## src/rtl/alarm_ringer.sv

```systemverilog
// Alarm consumer: compares the stored BCD alarm time with the running clock and rings a gated
// square-wave buzzer, with stop, a limited number of snoozes and a ring timeout.
module alarm_ringer #(
  parameter int RING_SECS   = 60,
  parameter int SNOOZE_SECS = 300,
  parameter int MAX_SNOOZE  = 3,
  parameter int TONE_HALF   = 4
) (
  input  logic       clk,
  input  logic       rst,
  input  logic       sec_tick,
  input  logic [7:0] hour,
  input  logic [7:0] min,
  input  logic [7:0] sec,
  input  logic [7:0] ahour,
  input  logic [7:0] amin,
  input  logic       alarm_en,
  input  logic       stop,
  input  logic       snooze,
  output logic       buzzer,
  output logic       ringing,
  output logic       snoozing,
  output logic [3:0] snooze_cnt
);

  // state   | meaning
  // IDLE    | armed and waiting for the alarm minute to start
  // RINGING | buzzer gated on/off each second, ring timeout running
  // SNOOZE  | silent, snooze timer running towards a re-ring
  // DONE    | dismissed; waits for the alarm minute to pass
  typedef enum logic [1:0] {
    S_IDLE,
    S_RINGING,
    S_SNOOZE,
    S_DONE
  } state_t;

  localparam int DIV_W = (TONE_HALF > 1) ? $clog2(TONE_HALF) : 1;
  localparam logic [DIV_W-1:0] DIV_LAST = DIV_W'(TONE_HALF - 1);
  localparam logic [7:0]       RING_LD  = 8'(RING_SECS);
  localparam logic [15:0]      SNZ_LD   = 16'(SNOOZE_SECS);
  localparam logic [3:0]       MAX_SNZ  = 4'(MAX_SNOOZE);

  state_t           state;
  logic [7:0]       ring_ctr;
  logic [15:0]      snz_ctr;
  logic [DIV_W-1:0] div;
  logic             gate;
  logic             tone;
  logic             snooze_q;

  logic armed;
  logic same_minute;
  logic match;
  logic snz_edge;
  logic snz_ok;
  logic gate_n;
  logic tone_n;

  always_comb begin
    armed       = alarm_en && ({ahour, amin} != 16'h0000);
    same_minute = (hour == ahour) && (min == amin);
    match       = armed && same_minute && (sec == 8'h00);
    snz_edge    = snooze && !snooze_q;
    snz_ok      = snz_edge && (snooze_cnt < MAX_SNZ);
    gate_n      = gate ^ sec_tick;
    tone_n      = tone ^ (div == DIV_LAST);
  end

  always_ff @(posedge clk) begin
    if (rst) begin
      state      <= S_IDLE;
      ring_ctr   <= '0;
      snz_ctr    <= '0;
      div        <= '0;
      gate       <= 1'b0;
      tone       <= 1'b0;
      snooze_q   <= 1'b0;
      buzzer     <= 1'b0;
      ringing    <= 1'b0;
      snoozing   <= 1'b0;
      snooze_cnt <= '0;
    end else begin
      snooze_q <= snooze;
      if (!alarm_en) begin
        state      <= S_IDLE;
        ring_ctr   <= '0;
        snz_ctr    <= '0;
        div        <= '0;
        gate       <= 1'b0;
        tone       <= 1'b0;
        buzzer     <= 1'b0;
        ringing    <= 1'b0;
        snoozing   <= 1'b0;
        snooze_cnt <= '0;
      end else begin
        case (state)
          S_IDLE: begin
            if (match) begin
              state      <= S_RINGING;
              ring_ctr   <= RING_LD;
              snooze_cnt <= '0;
              ringing    <= 1'b1;
              gate       <= 1'b1;
              tone       <= 1'b0;
              div        <= '0;
              buzzer     <= 1'b0;
            end
          end

          S_RINGING: begin
            if (stop || (!snz_ok && sec_tick && ring_ctr == 8'd1)) begin
              state   <= S_DONE;
              ringing <= 1'b0;
              buzzer  <= 1'b0;
              gate    <= 1'b0;
              tone    <= 1'b0;
              div     <= '0;
            end else if (snz_ok) begin
              // A coinciding sec_tick is deliberately not counted against the fresh snooze period.
              state      <= S_SNOOZE;
              snz_ctr    <= SNZ_LD;
              snooze_cnt <= snooze_cnt + 4'd1;
              ringing    <= 1'b0;
              snoozing   <= 1'b1;
              buzzer     <= 1'b0;
              gate       <= 1'b0;
              tone       <= 1'b0;
              div        <= '0;
            end else begin
              if (sec_tick) ring_ctr <= ring_ctr - 8'd1;
              div    <= (div == DIV_LAST) ? '0 : div + 1'b1;
              gate   <= gate_n;
              tone   <= tone_n;
              buzzer <= gate_n & tone_n;
            end
          end

          S_SNOOZE: begin
            if (stop) begin
              state    <= S_DONE;
              snoozing <= 1'b0;
            end else if (sec_tick) begin
              if (snz_ctr == 16'd1) begin
                state    <= S_RINGING;
                ring_ctr <= RING_LD;
                snoozing <= 1'b0;
                ringing  <= 1'b1;
                gate     <= 1'b1;
                tone     <= 1'b0;
                div      <= '0;
                buzzer   <= 1'b0;
              end else begin
                snz_ctr <= snz_ctr - 16'd1;
              end
            end
          end

          S_DONE: begin
            if (!same_minute) state <= S_IDLE;
          end

          default: state <= S_IDLE;
        endcase
      end
    end
  end

endmodule

```

## config.mk

```make
export PLATFORM = sky130hd
export DESIGN_NAME = alarm_ringer
export DESIGN_NICKNAME = d
export VERILOG_FILES = /design/src/rtl/alarm_ringer.sv
export SDC_FILE = /design/constraint.sdc
export NUM_CORES = 1
export LEC_CHECK = 0
export ABC_AREA = 1
export CORE_MARGIN = 3
export CORE_UTILIZATION = 60
export DETAILED_ROUTE_END_ITERATION = 7
export DONT_BUFFER_PORTS = 1
export PLACE_DENSITY = 0.82
export SLEW_MARGIN = 20
export SYNTH_ARGS = -nofsm -noshare
export SYNTH_HDL_FRONTEND = slang
export SYNTH_SLANG_ARGS = --single-unit
```

## constraint.sdc

```tcl
create_clock -name clk -period 2 [get_ports clk]
set_input_delay 0.5 -clock clk [delete_from_list [all_inputs] [get_ports clk]]
set_output_delay 0.5 -clock clk [all_outputs]
set_load 0.05 [all_outputs]
```

Word-level counts from Yosys, hierarchy flattened
Cells that the tools add are included.
{"block": "totals", "out_inout_bits": 7, "word_cells": 124, "input_bits": 46, "ff_bits": 38}
{"block": "classes", "n_addsub": 4, "reduce_logical": 25, "n_eq_ne": 21, "bitwise": 4, "muxes": 58, "magnitude_cmp": 1}
{"op": "2-to-1 mux 16 bit", "count": 5}
{"op": "2-to-1 mux 8 bit", "count": 7}
{"op": "one-hot mux 16 bit (2 select lines)", "count": 1}
{"op": "2-to-1 mux 2 bit", "count": 14}
{"op": "one-hot mux 8 bit (3 select lines)", "count": 1}
{"op": "inequality test 2 bit (second input constant)", "count": 10}
{"op": "2-to-1 mux 1 bit", "count": 19}
{"op": "equality test 16 x 1 -> 1 bit (second input constant)", "count": 1}
{"op": "equality test 8 bit", "count": 2}
{"op": "nonzero test 16 bit", "count": 1}
{"op": "subtractor 16 x 1 -> 16 bit (second input constant)", "count": 1}
{"op": "AND reduction 5 bit", "count": 3}
{"op": "2-to-1 mux 4 bit", "count": 3}
{"op": "one-hot mux 1 bit (3 select lines)", "count": 4}
{"op": "AND reduction 6 bit", "count": 2}
{"op": "inequality test 3 bit (second input constant)", "count": 3}
{"op": "equality test 8 x 1 -> 1 bit (second input constant)", "count": 1}
{"op": "logical AND 1 bit", "count": 8}
{"op": "logical NOT 8 bit", "count": 1}
{"op": "one-hot mux 2 bit (4 select lines)", "count": 1}
{"op": "one-hot mux 4 bit (2 select lines)", "count": 1}
{"op": "AND reduction 8 bit", "count": 1}
{"op": "subtractor 8 x 1 -> 8 bit (second input constant)", "count": 1}
{"op": "equality test 2 bit (second input constant)", "count": 3}
{"op": "16 further kinds", "count": 19}

Longest topological paths before layout
Gate-level depths: netlist of run 1.
{"block": "logic_depth", "depth_word": 9, "ltp_mapped": 13, "depth_no_buf": 13}

Worst setup path before layout of run 1
OpenSTA, ideal clock, no wires.
{"block": "synth_timing", "kind": "flip-flop to flip-flop", "start": "reg snooze_cnt[0]", "end": "reg snz_ctr[1]", "setup_time_ns": 0.116, "arrival_time_ns": 1.836, "stages_incl_launch_ff": 12, "path_slack_ns": 0.048, "cell_sequence": "dfxtp_1 > ha_1 > nor2_1 > nand3_1 > nand3_1 > nand2_1 > nand2_1 > nand2_4 > inv_4 > buf_6 > o21ai_0 > nor2_1"}
{"block": "synth_between", "elab_chain_len": 8, "elab_cells_between_ends": 9, "cone_classes": "1 x order compare; 2 x eq/ne; 6 x reduce/logical"}
{"item": "start: declaration", "line_no": "23", "source": "output logic [3:0] snooze_cnt"}
{"item": "start signal: assignment", "line_no": "123", "source": "snooze_cnt <= snooze_cnt + 4'd1;"}
{"item": "less-than comparator 4 x 2 -> 1 bit (*)", "line_no": "65", "source": "snz_ok = snz_edge && (snooze_cnt < MAX_SNZ);"}
{"item": "logical AND 1 bit (*)", "line_no": "65"}
{"item": "logical NOT 1 bit", "line_no": "112", "source": "if (stop || (!snz_ok && sec_tick && ring_ctr == 8'd1)) begin"}
{"item": "logical AND 1 bit (2 in series)", "line_no": "112"}
{"item": "logical OR 1 bit", "line_no": "112"}
{"item": "inequality test 2 bit (no source line)"}
{"item": "AND reduction 6 bit (no source line) (*)"}
{"item": "end signal: assignment", "line_no": "154", "source": "snz_ctr <= snz_ctr - 16'd1;"}
{"item": "end: declaration", "line_no": "46", "source": "logic [15:0] snz_ctr;"}
Mark *: on every way between the ends. The rest lies on a longest branch, timed or not.
A chain may end at the register's enable or synchronous reset.

Worst setup path after layout of run 1
{"block": "layout_timing", "start": "reg snooze_cnt[0]", "end": "reg snooze_cnt[1]"}
{"block": "layout_between", "elab_chain_len": 8, "elab_cells_between_ends": 13, "cone_classes": "1 x add/sub; 1 x order compare; 2 x eq/ne; 3 x mux; 6 x reduce/logical"}
{"item": "less-than comparator 4 x 2 -> 1 bit", "line_no": "65"}
{"item": "logical AND 1 bit", "line_no": "65"}
{"item": "logical NOT 1 bit", "line_no": "112"}
{"item": "logical AND 1 bit (2 in series)", "line_no": "112"}
{"item": "logical OR 1 bit", "line_no": "112"}
{"item": "inequality test 2 bit (no source line)"}
{"item": "AND reduction 4 bit (no source line)"}
Several ways; a longest one is shown, not always the timed one. The select of a mux whose other input is x is not followed.

==> results of run 1 <==
-- timing repair --
| item | 4_1_cts | 5_1_grt |
|---|---|---|
| hold buffers | 0 | 0 |
| gates resized for setup | 0 | 3 |
| setup endpoints to repair | 0 | 9 |
-- area by class of cell --
type / instances / area share (%)
clock buffers: 6 / 2.52
clock inverters: 1 / 0.260
inverters: 64 / 8.59
multi-input cells: 348 / 56.9
flip-flops and latches: 38 / 26.4
well taps: 50 / 2.17
repair buffers: 12 / 3.13
-- power by group --
part / switching [mW] / internal, mW / total [mW]
clock network: 0.262 / 0.239 / 0.501
registers: 0.000268 / 0.757 / 0.757
logic: 0.0512 / 0.0310 / 0.0822
-- flip-flops by register name, indices dropped and copies added, names as in the netlist, 2 cells and up --
register and count:
snooze_cnt 4, ring_ctr 8, state 2, snz_ctr 16
div 2
-- through the flow --
stage	util (%)	total power, mW	hold WS [ns]	area (um2)	setup WS (ns)
finish	69.6	1.34	0.277	2880	0.115
global route	69.6	1.39	0.263	2880	-0.000827
detailed placement	67.3	0.857	0.458	2790	0.0422
global placement	67.3	0.855	0.456	2790	0.0872
floorplan	-	0.844	0.445	2690	0.0483
CTS	69.2	1.35	0.271	2870	0.119
-- cells in the mapped netlist (5+ instances only) --
cell type and n:
a21oi_1 26, a21oi_2 5, dfxtp_1 38, ha_1 6, inv_1 58, nand2_1 140, nand3_1 19, nand4_1 8
nor2_1 101, nor3_1 7, o21ai_0 6, xnor2_1 5, xor2_1 5
-- worst paths after layout --
check,start,end,slack [ns],cells past startpoint
max,snooze_cnt[0]$_SDFFE_PP0P_,snooze_cnt[1]$_SDFFE_PP0P_,0.12,9
min,rst,snooze_q$_SDFF_PP0_,0.28,1
max reg2reg,snooze_cnt[0]$_SDFFE_PP0P_,snooze_cnt[1]$_SDFFE_PP0P_,0.12,9
min reg2reg,div[1]$_SDFFE_PP0P_,div[1]$_SDFFE_PP0P_,0.47,2
-- cells by family (layout without fill, tap and decap cells) --
group	Yosys count	count (layout)
XOR/XNOR	10	10
AND/OR/NAND/NOR	289	289
flip-flops	38	38
adder cells (fa/ha/maj)	6	6
buffers and inverters	72	83
AO/OA/AOI/OAI	43	43
-- per-layer routing --
metal  track usage, %  up-vias  routed length, um
li1                 -     1439                  -
met5                0        -                  0
met4             7.79        0                 61
met3             4.96        4                442
met1             31.5     1168               2940
met2             37.1       83               2620
-- worst max-delay path: cells and delay by family, from the launching register on --
| kind | cells | cell delay, ns |
|---|---|---|
| flops | 1 | 0.32 |
| simple gates | 6 | 0.90 |
| fa+ha+maj | 1 | 0.19 |
| compound gates | 2 | 0.33 |
==> flow_summary.ini, run 1 <==
[status]
status = finished clean

[timing]
final-hold-violation-count = 0
fmax_ghz = 0.531
worst_slew_pin_slew_ns = 0.690
finalSetupViolations = 0
period_minus_slack_ns = 1.88
rsz0062_at_grt = true
final-max-slew-violation-count = 0
finalSetupTns_ns = 0
slew-limit-headroom_pct = 54.0
skew_ns = 0.00933
finalCritPeriodShare_pct = 94.2

[synthesis]
synthesis.area_mm2 = 0.00269
synth_area_leaders = dfxtp_1, nand2_1, nor2_1
yosysUniqueCellTypes = 29
synth_enable_flop_cells = 0
syn_inst = 458
async_reset_ff_share_pct = 0
synth_ff_type = dfxtp_1
synth_xor_xnor_area_share_pct = 3.26
synth_area_leader_cell = dfxtp_1
ys_warn_count = 0
synth_top_area_share_pct = 28.3
synth_simple_gate_area_share_pct = 45.3
synth_seq_area_share_pct = 28.3
synth_adder_area_share_pct = 2.79
synth_compound_area_share_pct = 9.32
synth_top_family_by_area = simple AND/OR/NAND/NOR gates
ys_ff_latch = 38
syn_nets = 510
syn_avg_cell_area_um2 = 5.87
synth.area.mux_share_pct = 0

[die]
die_area_mm2 = 0.00532
io_pins = 53
die_h_um = 72.9
start_util_pct = 64.8
fp.dieW_um = 72.9
fp.coreArea_mm2 = 0.00414
rows = 23

[pwr]
ir_drop_mv = 0.404
power_density_mw_per_mm2 = 465
power.leakage_nw = 1.42

[final_layout]
layout.cells.most_common_list = nand2_1, nor2_1, inv_1
instances_no_fill = 519
multi_input_area_mm2 = 0.00164
layout-drive-gt1-share_pct = 8.74
regArea_um2 = 761
n_antenna_cell = 0
nets = 521
syn_to_final_growth_pct = 7.31
fillerInstances = 375
final_common_cell = nand2_1

[drt]
num_vias = 2694
viasPerCell = 5.19
drc = 0
first_pass_iters = 4
wirelength_um = 6060
ant_nets = 0
drtIter0Drc = 199
wl_per_cell_um = 11.7

[grt]
grt_max_degree = 23
grtUsageTotal_pct = 23.4
grt_first_pass_wirelength_um = 9980
grt_overflow_total = 0
grt_pass1_vias = 2376
antenna_found_initial = 0

[setup_path]
slowest_delay_ns = 0.32
endpoint_kind = flip-flop
cp_data_arrival_time_ns = 2.02
crit_path_cell_trace = ha_1 -> nor2_1 -> nand3_1 -> nand3_1 -> nand2_1 -> a21oi_1 -> nand2_1 -> nand2_1 -> a21oi_1
cp_max_fo = 4
slowest_stage = dfxtp_1
critical_path_required_ns = 2.13
crit_top_cell = nand2_1
cp-start-kind = flip-flop
crit_type = flip-flop to flip-flop

[worst_hold_path]
hp-class = input port to flip-flop

[place]
dp_hpwl_um = 4560
portBuffers = 0
placed_cells = 512
gp_congestion = 0.877

[run]
drv_cap = 0

[clock_network]
post_cts_buffers = 0
clock_latency_ns = 0.29
root_buffer = clkbuf_8
cts_tree = yes
cts.sinks = 38
clockBufferDepth = 2
htree_num_levels = 2
clk_pin_slew_ns = 0.07
cts_buffers = 5
No activity file was read; power rests on OpenSTA's default activity.
==> inputs of run 2 (changes only) <==
- CORE_ASPECT_RATIO: default -> 0.9
- HOLD_SLACK_MARGIN: default -> 0.02
- MAX_ROUTING_LAYER: default -> met4
==> run 2 against run 1 <==
Via count grew 0.33%; clock power grew 9.4%; setup slack gained 0.026 ns; utilization shrank 0.61 points; global-route usage shrank 0.37 points; sequential power is essentially flat; non-clock buffer count shrank 2; power grew 3.6%; register-to-register slack gained 0.03 ns; clock skew is essentially flat; maximum frequency grew 1.4%; highest routed layer unchanged.
==> flow_summary.ini, run 2 (synthesized netlist as in run 1, its figures left out) <==
[status]
status = finished clean

[pwr]
p_total_mw = 1.39
power_density_mw_per_mm2 = 481
ir_drop_mv = 0.409
power.leakage_nw = 1.42

[die]
rows = 22
io_pins = 53
fp.dieW_um = 76.5
fp.coreArea_mm2 = 0.00418
start_util_pct = 64.2
die_area_mm2 = 0.00532
die_h_um = 69.5

[clock_network]
cts.sinks = 38
clockBufferDepth = 2
root_buffer = clkbuf_8
htree_num_levels = 2
cts_tree = yes
cts_buffers = 5
clock_latency_ns = 0.29
post_cts_buffers = 0
clk_pin_slew_ns = 0.08

[timing]
worst_slew_pin_slew_ns = 0.696
skew_ns = 0.00897
finalSetupViolations = 0
finalSetupTns_ns = 0
final-max-slew-violation-count = 0
period_minus_slack_ns = 1.86
finalCritPeriodShare_pct = 93.0
slew-limit-headroom_pct = 53.6
rsz0062_at_grt = false
fmax_ghz = 0.538
setup_slack_ns = 0.141
final-hold-violation-count = 0

[final_layout]
fillerInstances = 393
layout-drive-gt1-share_pct = 8.76
top_register = snz_ctr
final_common_cell = nand2_1
nets = 519
n_antenna_cell = 0
syn_to_final_growth_pct = 7.41
largest_register_ffs = 16
largest_registers = snz_ctr x16, ring_ctr x8, snooze_cnt x4
stdcell_area_mm2 = 0.00289
final_core_util_pct = 69.0
layout.cells.most_common_list = nand2_1, nor2_1, inv_1

[worst_hold_path]
hp-class = input port to flip-flop

[grt]
grt_max_degree = 23
antenna_found_initial = 0
grt_pass1_vias = 2381
grt_first_pass_wirelength_um = 10000
grtUsageTotal_pct = 23.0
grt_overflow_total = 0

[setup_path]
crit_path_cell_trace = ha_1 -> nor2_1 -> nand3_1 -> nand3_1 -> nand2_1 -> o21ai_2 -> nand3_2 -> a21oi_1 -> nor2_1
path_buf_inv = 0
crit_type = flip-flop to flip-flop
slowest_stage = dfxtp_1
cp-start-kind = flip-flop
slowest_delay_ns = 0.32
crit_family = simple AND/OR/NAND/NOR gates
endpoint_kind = flip-flop
cp_data_arrival_time_ns = 2.05
crit_end = ring_ctr[0]$_SDFFE_PP0P_
rr_startpoint = snooze_cnt[0]$_SDFFE_PP0P_
r2r_setup_slack_ns = 0.14
crit_start = snooze_cnt[0]$_SDFFE_PP0P_
ff2ff_path_depth = 9
critical_path_required_ns = 2.19
cp_max_fo = 10
cp_num_cells = 9
r2r-end = ring_ctr[0]$_SDFFE_PP0P_

[drt]
drc = 0
wl_per_cell_um = 11.2
num_vias = 2703
wirelength_um = 5930
ant_nets = 0
first_pass_iters = 6
viasPerCell = 5.12
drtIter0Drc = 219

[place]
place_ws_ns = 0.0424
dp_hpwl_um = 4490
post_dp_cell_area_mm2 = 0.00279
portBuffers = 0
gp_congestion = 0.881

[run]
drv_cap = 0
-- run 2: power breakdown --
part	switching [mW]	leakage (nW)	internal, mW	total [mW]
logic	0.0524	1.07	0.0310	0.0834
registers	0.000321	0.306	0.757	0.757
clock network	0.270	0.0482	0.278	0.548
total	0.323	1.42	1.07	1.39
-- run 2: area by class of cell --
type	instances	area [um2]	share of cell area, %
sequential	38	761	26.4
inverter	64	248	8.59
timing repair buffer	10	75.1	2.60
clock buffer	7	86.3	2.99
clock inverter	1	5.00	0.173
tap	60	75.1	2.60
multi-input combinational	348	1640	56.7
-- run 2: layer usage --
layer	up-vias	wire [um]	global-route usage (%)
li1	1431	-	-
met1	1160	2860	30.7
met2	105	2510	34.7
met3	7	489	5.32
met4	0	63	7.04
met5	-	0	-
-- run 2: repair_timing --
action | 4_1_cts | 5_1_grt
hold buffers | 0 | 0
setup endpoints to repair | 0 | 4
gates resized for setup | 0 | 3
-- run 2: stage by stage --
| step | hold slack [ns] | instances |
|---|---|---|
| detailed placement | 0.457 | 520 |
| global route | 0.269 | 528 |
| floorplan | 0.445 | 458 |
| finish | 0.270 | 528 |
| global placement | 0.455 | 520 |
| CTS | 0.275 | 528 |
-- run 2: worst min-delay path by stage --
stage                                   start                   to  cells after the start  slack, ns
after floorplan           div[1]$_SDFFE_PP0P_  div[1]$_SDFFE_PP0P_                      2       0.44
after global placement    div[1]$_SDFFE_PP0P_  div[1]$_SDFFE_PP0P_                      2       0.45
after detailed placement  div[1]$_SDFFE_PP0P_  div[1]$_SDFFE_PP0P_                      2       0.46
after CTS                                 rst  snooze_q$_SDFF_PP0_                      1       0.28
after global routing                      rst  snooze_q$_SDFF_PP0_                      1       0.27
final                                     rst  snooze_q$_SDFF_PP0_                      1       0.27
==> inputs of run 3 (changes only) <==
- CORE_UTILIZATION: 60 -> 64
- PLACE_DENSITY: 0.82 -> 0.86
==> run 3 against run 2 <==
Power up 5.2%; global-route usage up 3.6 points; hold slack worse by 0.0015 ns; combinational power down 1%; clock power up 13%; clock skew about the same; cell count down 2.1%; critical endpoint is now snz_ctr[1]$_SDFFE_PP0P_; setup slack better by 0.017 ns; sequential share of layout area down 0.18 points; critical path type unchanged; critical path depth up 2; non-clock buffer count up 3.
==> flow_summary.ini, run 3 (synthesized netlist as in run 1, its figures left out) <==
[place]
gp_congestion = 0.870
dp_hpwl_um = 4740
portBuffers = 0

[final_layout]
largest_register_ffs = 16
syn_to_final_growth_pct = 8.15
nets = 522
n_antenna_cell = 0
top_register = snz_ctr
fillerInstances = 334
final_common_cell = nand2_1
layout-drive-gt1-share_pct = 9.34
largest_registers = snz_ctr x16, ring_ctr x8, snooze_cnt x4
layout.cells.most_common_list = nand2_1, nor2_1, inv_1

[die]
rows = 21
io_pins = 53
die_area_mm2 = 0.00501
die_h_um = 67.5
fp.dieW_um = 74.3
start_util_pct = 69.5
fp.coreArea_mm2 = 0.00386

[timing]
fmax_ghz = 0.543
worst_slew_pin_slew_ns = 0.681
finalCritPeriodShare_pct = 92.1
slew-limit-headroom_pct = 54.5
final-hold-violation-count = 0
skew_ns = 0.00934
final-max-slew-violation-count = 0
finalSetupTns_ns = 0
rsz0062_at_grt = false
period_minus_slack_ns = 1.84
finalSetupViolations = 0

[drt]
wl_per_cell_um = 11.9
wirelength_um = 6170
num_vias = 2784
drtIter0Drc = 232
drc = 0
first_pass_iters = 5
viasPerCell = 5.38
ant_nets = 0

[pwr]
power.leakage_nw = 1.44
swShare_pct = 22.2
p_sw_uw = 324
power_density_mw_per_mm2 = 503
sequentialPowerShare_pct = 51.9
ir_drop_mv = 0.554
p_int_mw = 1.14
p_total_mw = 1.46
combPwrFrac_pct = 5.7
pwr-share-clk_pct = 42.5

[clock_network]
clockBufferDepth = 2
htree_num_levels = 2
cts_buffers = 5
post_cts_buffers = 0
hold_buffers = 0
clk_pin_slew_ns = 0.08
cts_tree = yes
root_buffer = clkbuf_8
clock_latency_ns = 0.30
cts.sinks = 38

[run]
drv_cap = 0

[setup_path]
endpoint_kind = flip-flop
cp-start-kind = flip-flop
critical_path_required_ns = 2.20
cp_data_arrival_time_ns = 2.04
crit_type = flip-flop to flip-flop
cp_max_fo = 20

[grt]
antenna_found_initial = 0
grt_first_pass_wirelength_um = 10200
grt_max_degree = 23
grtUsageTotal_pct = 26.6
grt_pass1_vias = 2442
grt_overflow_total = 0

[status]
status = finished clean

[worst_hold_path]
hp-class = input port to flip-flop
==> run 3: changes by cell type in the layout (fill, tap and decap cells not counted) <==
cell and change:
a21oi_1 +1, a21oi_2 -1, buf_4 +3, clkbuf_1 -1
clkbuf_8 +2, clkinv_2 -1
==> run 3: final cells by class <==
class                   count  area, um2  area share (%)
well taps                  46       57.6            1.98
clock buffers               8        110            3.79
multi-input cells         348       1630            56.2
flip-flops and latches     38        761            26.2
inverters                  64        248            8.53
repair buffers             13       97.6            3.36
==> run 3: routing by layer <==
layer	routed length (um)	track usage (%)
met1	2850	34.4
met2	2690	41.8
met3	552	4.61
met4	70	9.78
met5	0	-
==> run 3: critical path, stage by stage, from the launching register on <==
cell and delay (ns):
dfxtp_1 0.32, ha_1 0.20, nor2_1 0.09, nand3_1 0.19
nand2_1 0.16, nand3_1 0.09, a21oi_2 0.16, nand2_4 0.12
inv_6 0.16, nand2_4 0.07, nand2_4 0.10, nor2_1 0.06
==> run 3: path summary, 6_finish.rpt <==
path,slack (ns),depth (start not counted),from,end
worst max-delay path,0.16,11,snooze_cnt[0]$_SDFFE_PP0P_,snz_ctr[1]$_SDFFE_PP0P_
worst min-delay path,0.27,1,rst,snooze_q$_SDFF_PP0_
worst max register to register,0.16,11,snooze_cnt[0]$_SDFFE_PP0P_,snz_ctr[1]$_SDFFE_PP0P_
worst min register to register,0.47,2,div[1]$_SDFFE_PP0P_,div[1]$_SDFFE_PP0P_
==> run 3: what timing repair did <==
item / CTS / global route
hold endpoints to repair: 0 / 0
gates resized for setup: 0 / 2
endpoints found under the setup margin: 0 / 4
==> run 3: per-stage QoR <==
step / worst slack (ns) / util (%) / cells / hold slack, ns / area (um2)
2_1_floorplan: 0.0483 / - / 458 / 0.445 / 2690
3_3_place_gp: 0.130 / 72.2 / 509 / 0.455 / 2790
3_5_place_dp: 0.0537 / 72.2 / 509 / 0.463 / 2790
4_1_cts: 0.133 / 75.1 / 517 / 0.277 / 2900
5_1_grt: 0.0157 / 75.2 / 517 / 0.282 / 2910
6_report: 0.158 / 75.2 / 517 / 0.268 / 2910
==> run 3: power by group through the flow <==
stage	logic [mW]	registers (mW)	clock network, mW
finish	0.0826	0.757	0.621
global route	0.0966	0.757	0.650
detailed placement	0.0827	0.775	0
CTS	0.0831	0.757	0.621
floorplan	0.0692	0.775	0
global placement	0.0806	0.775	0
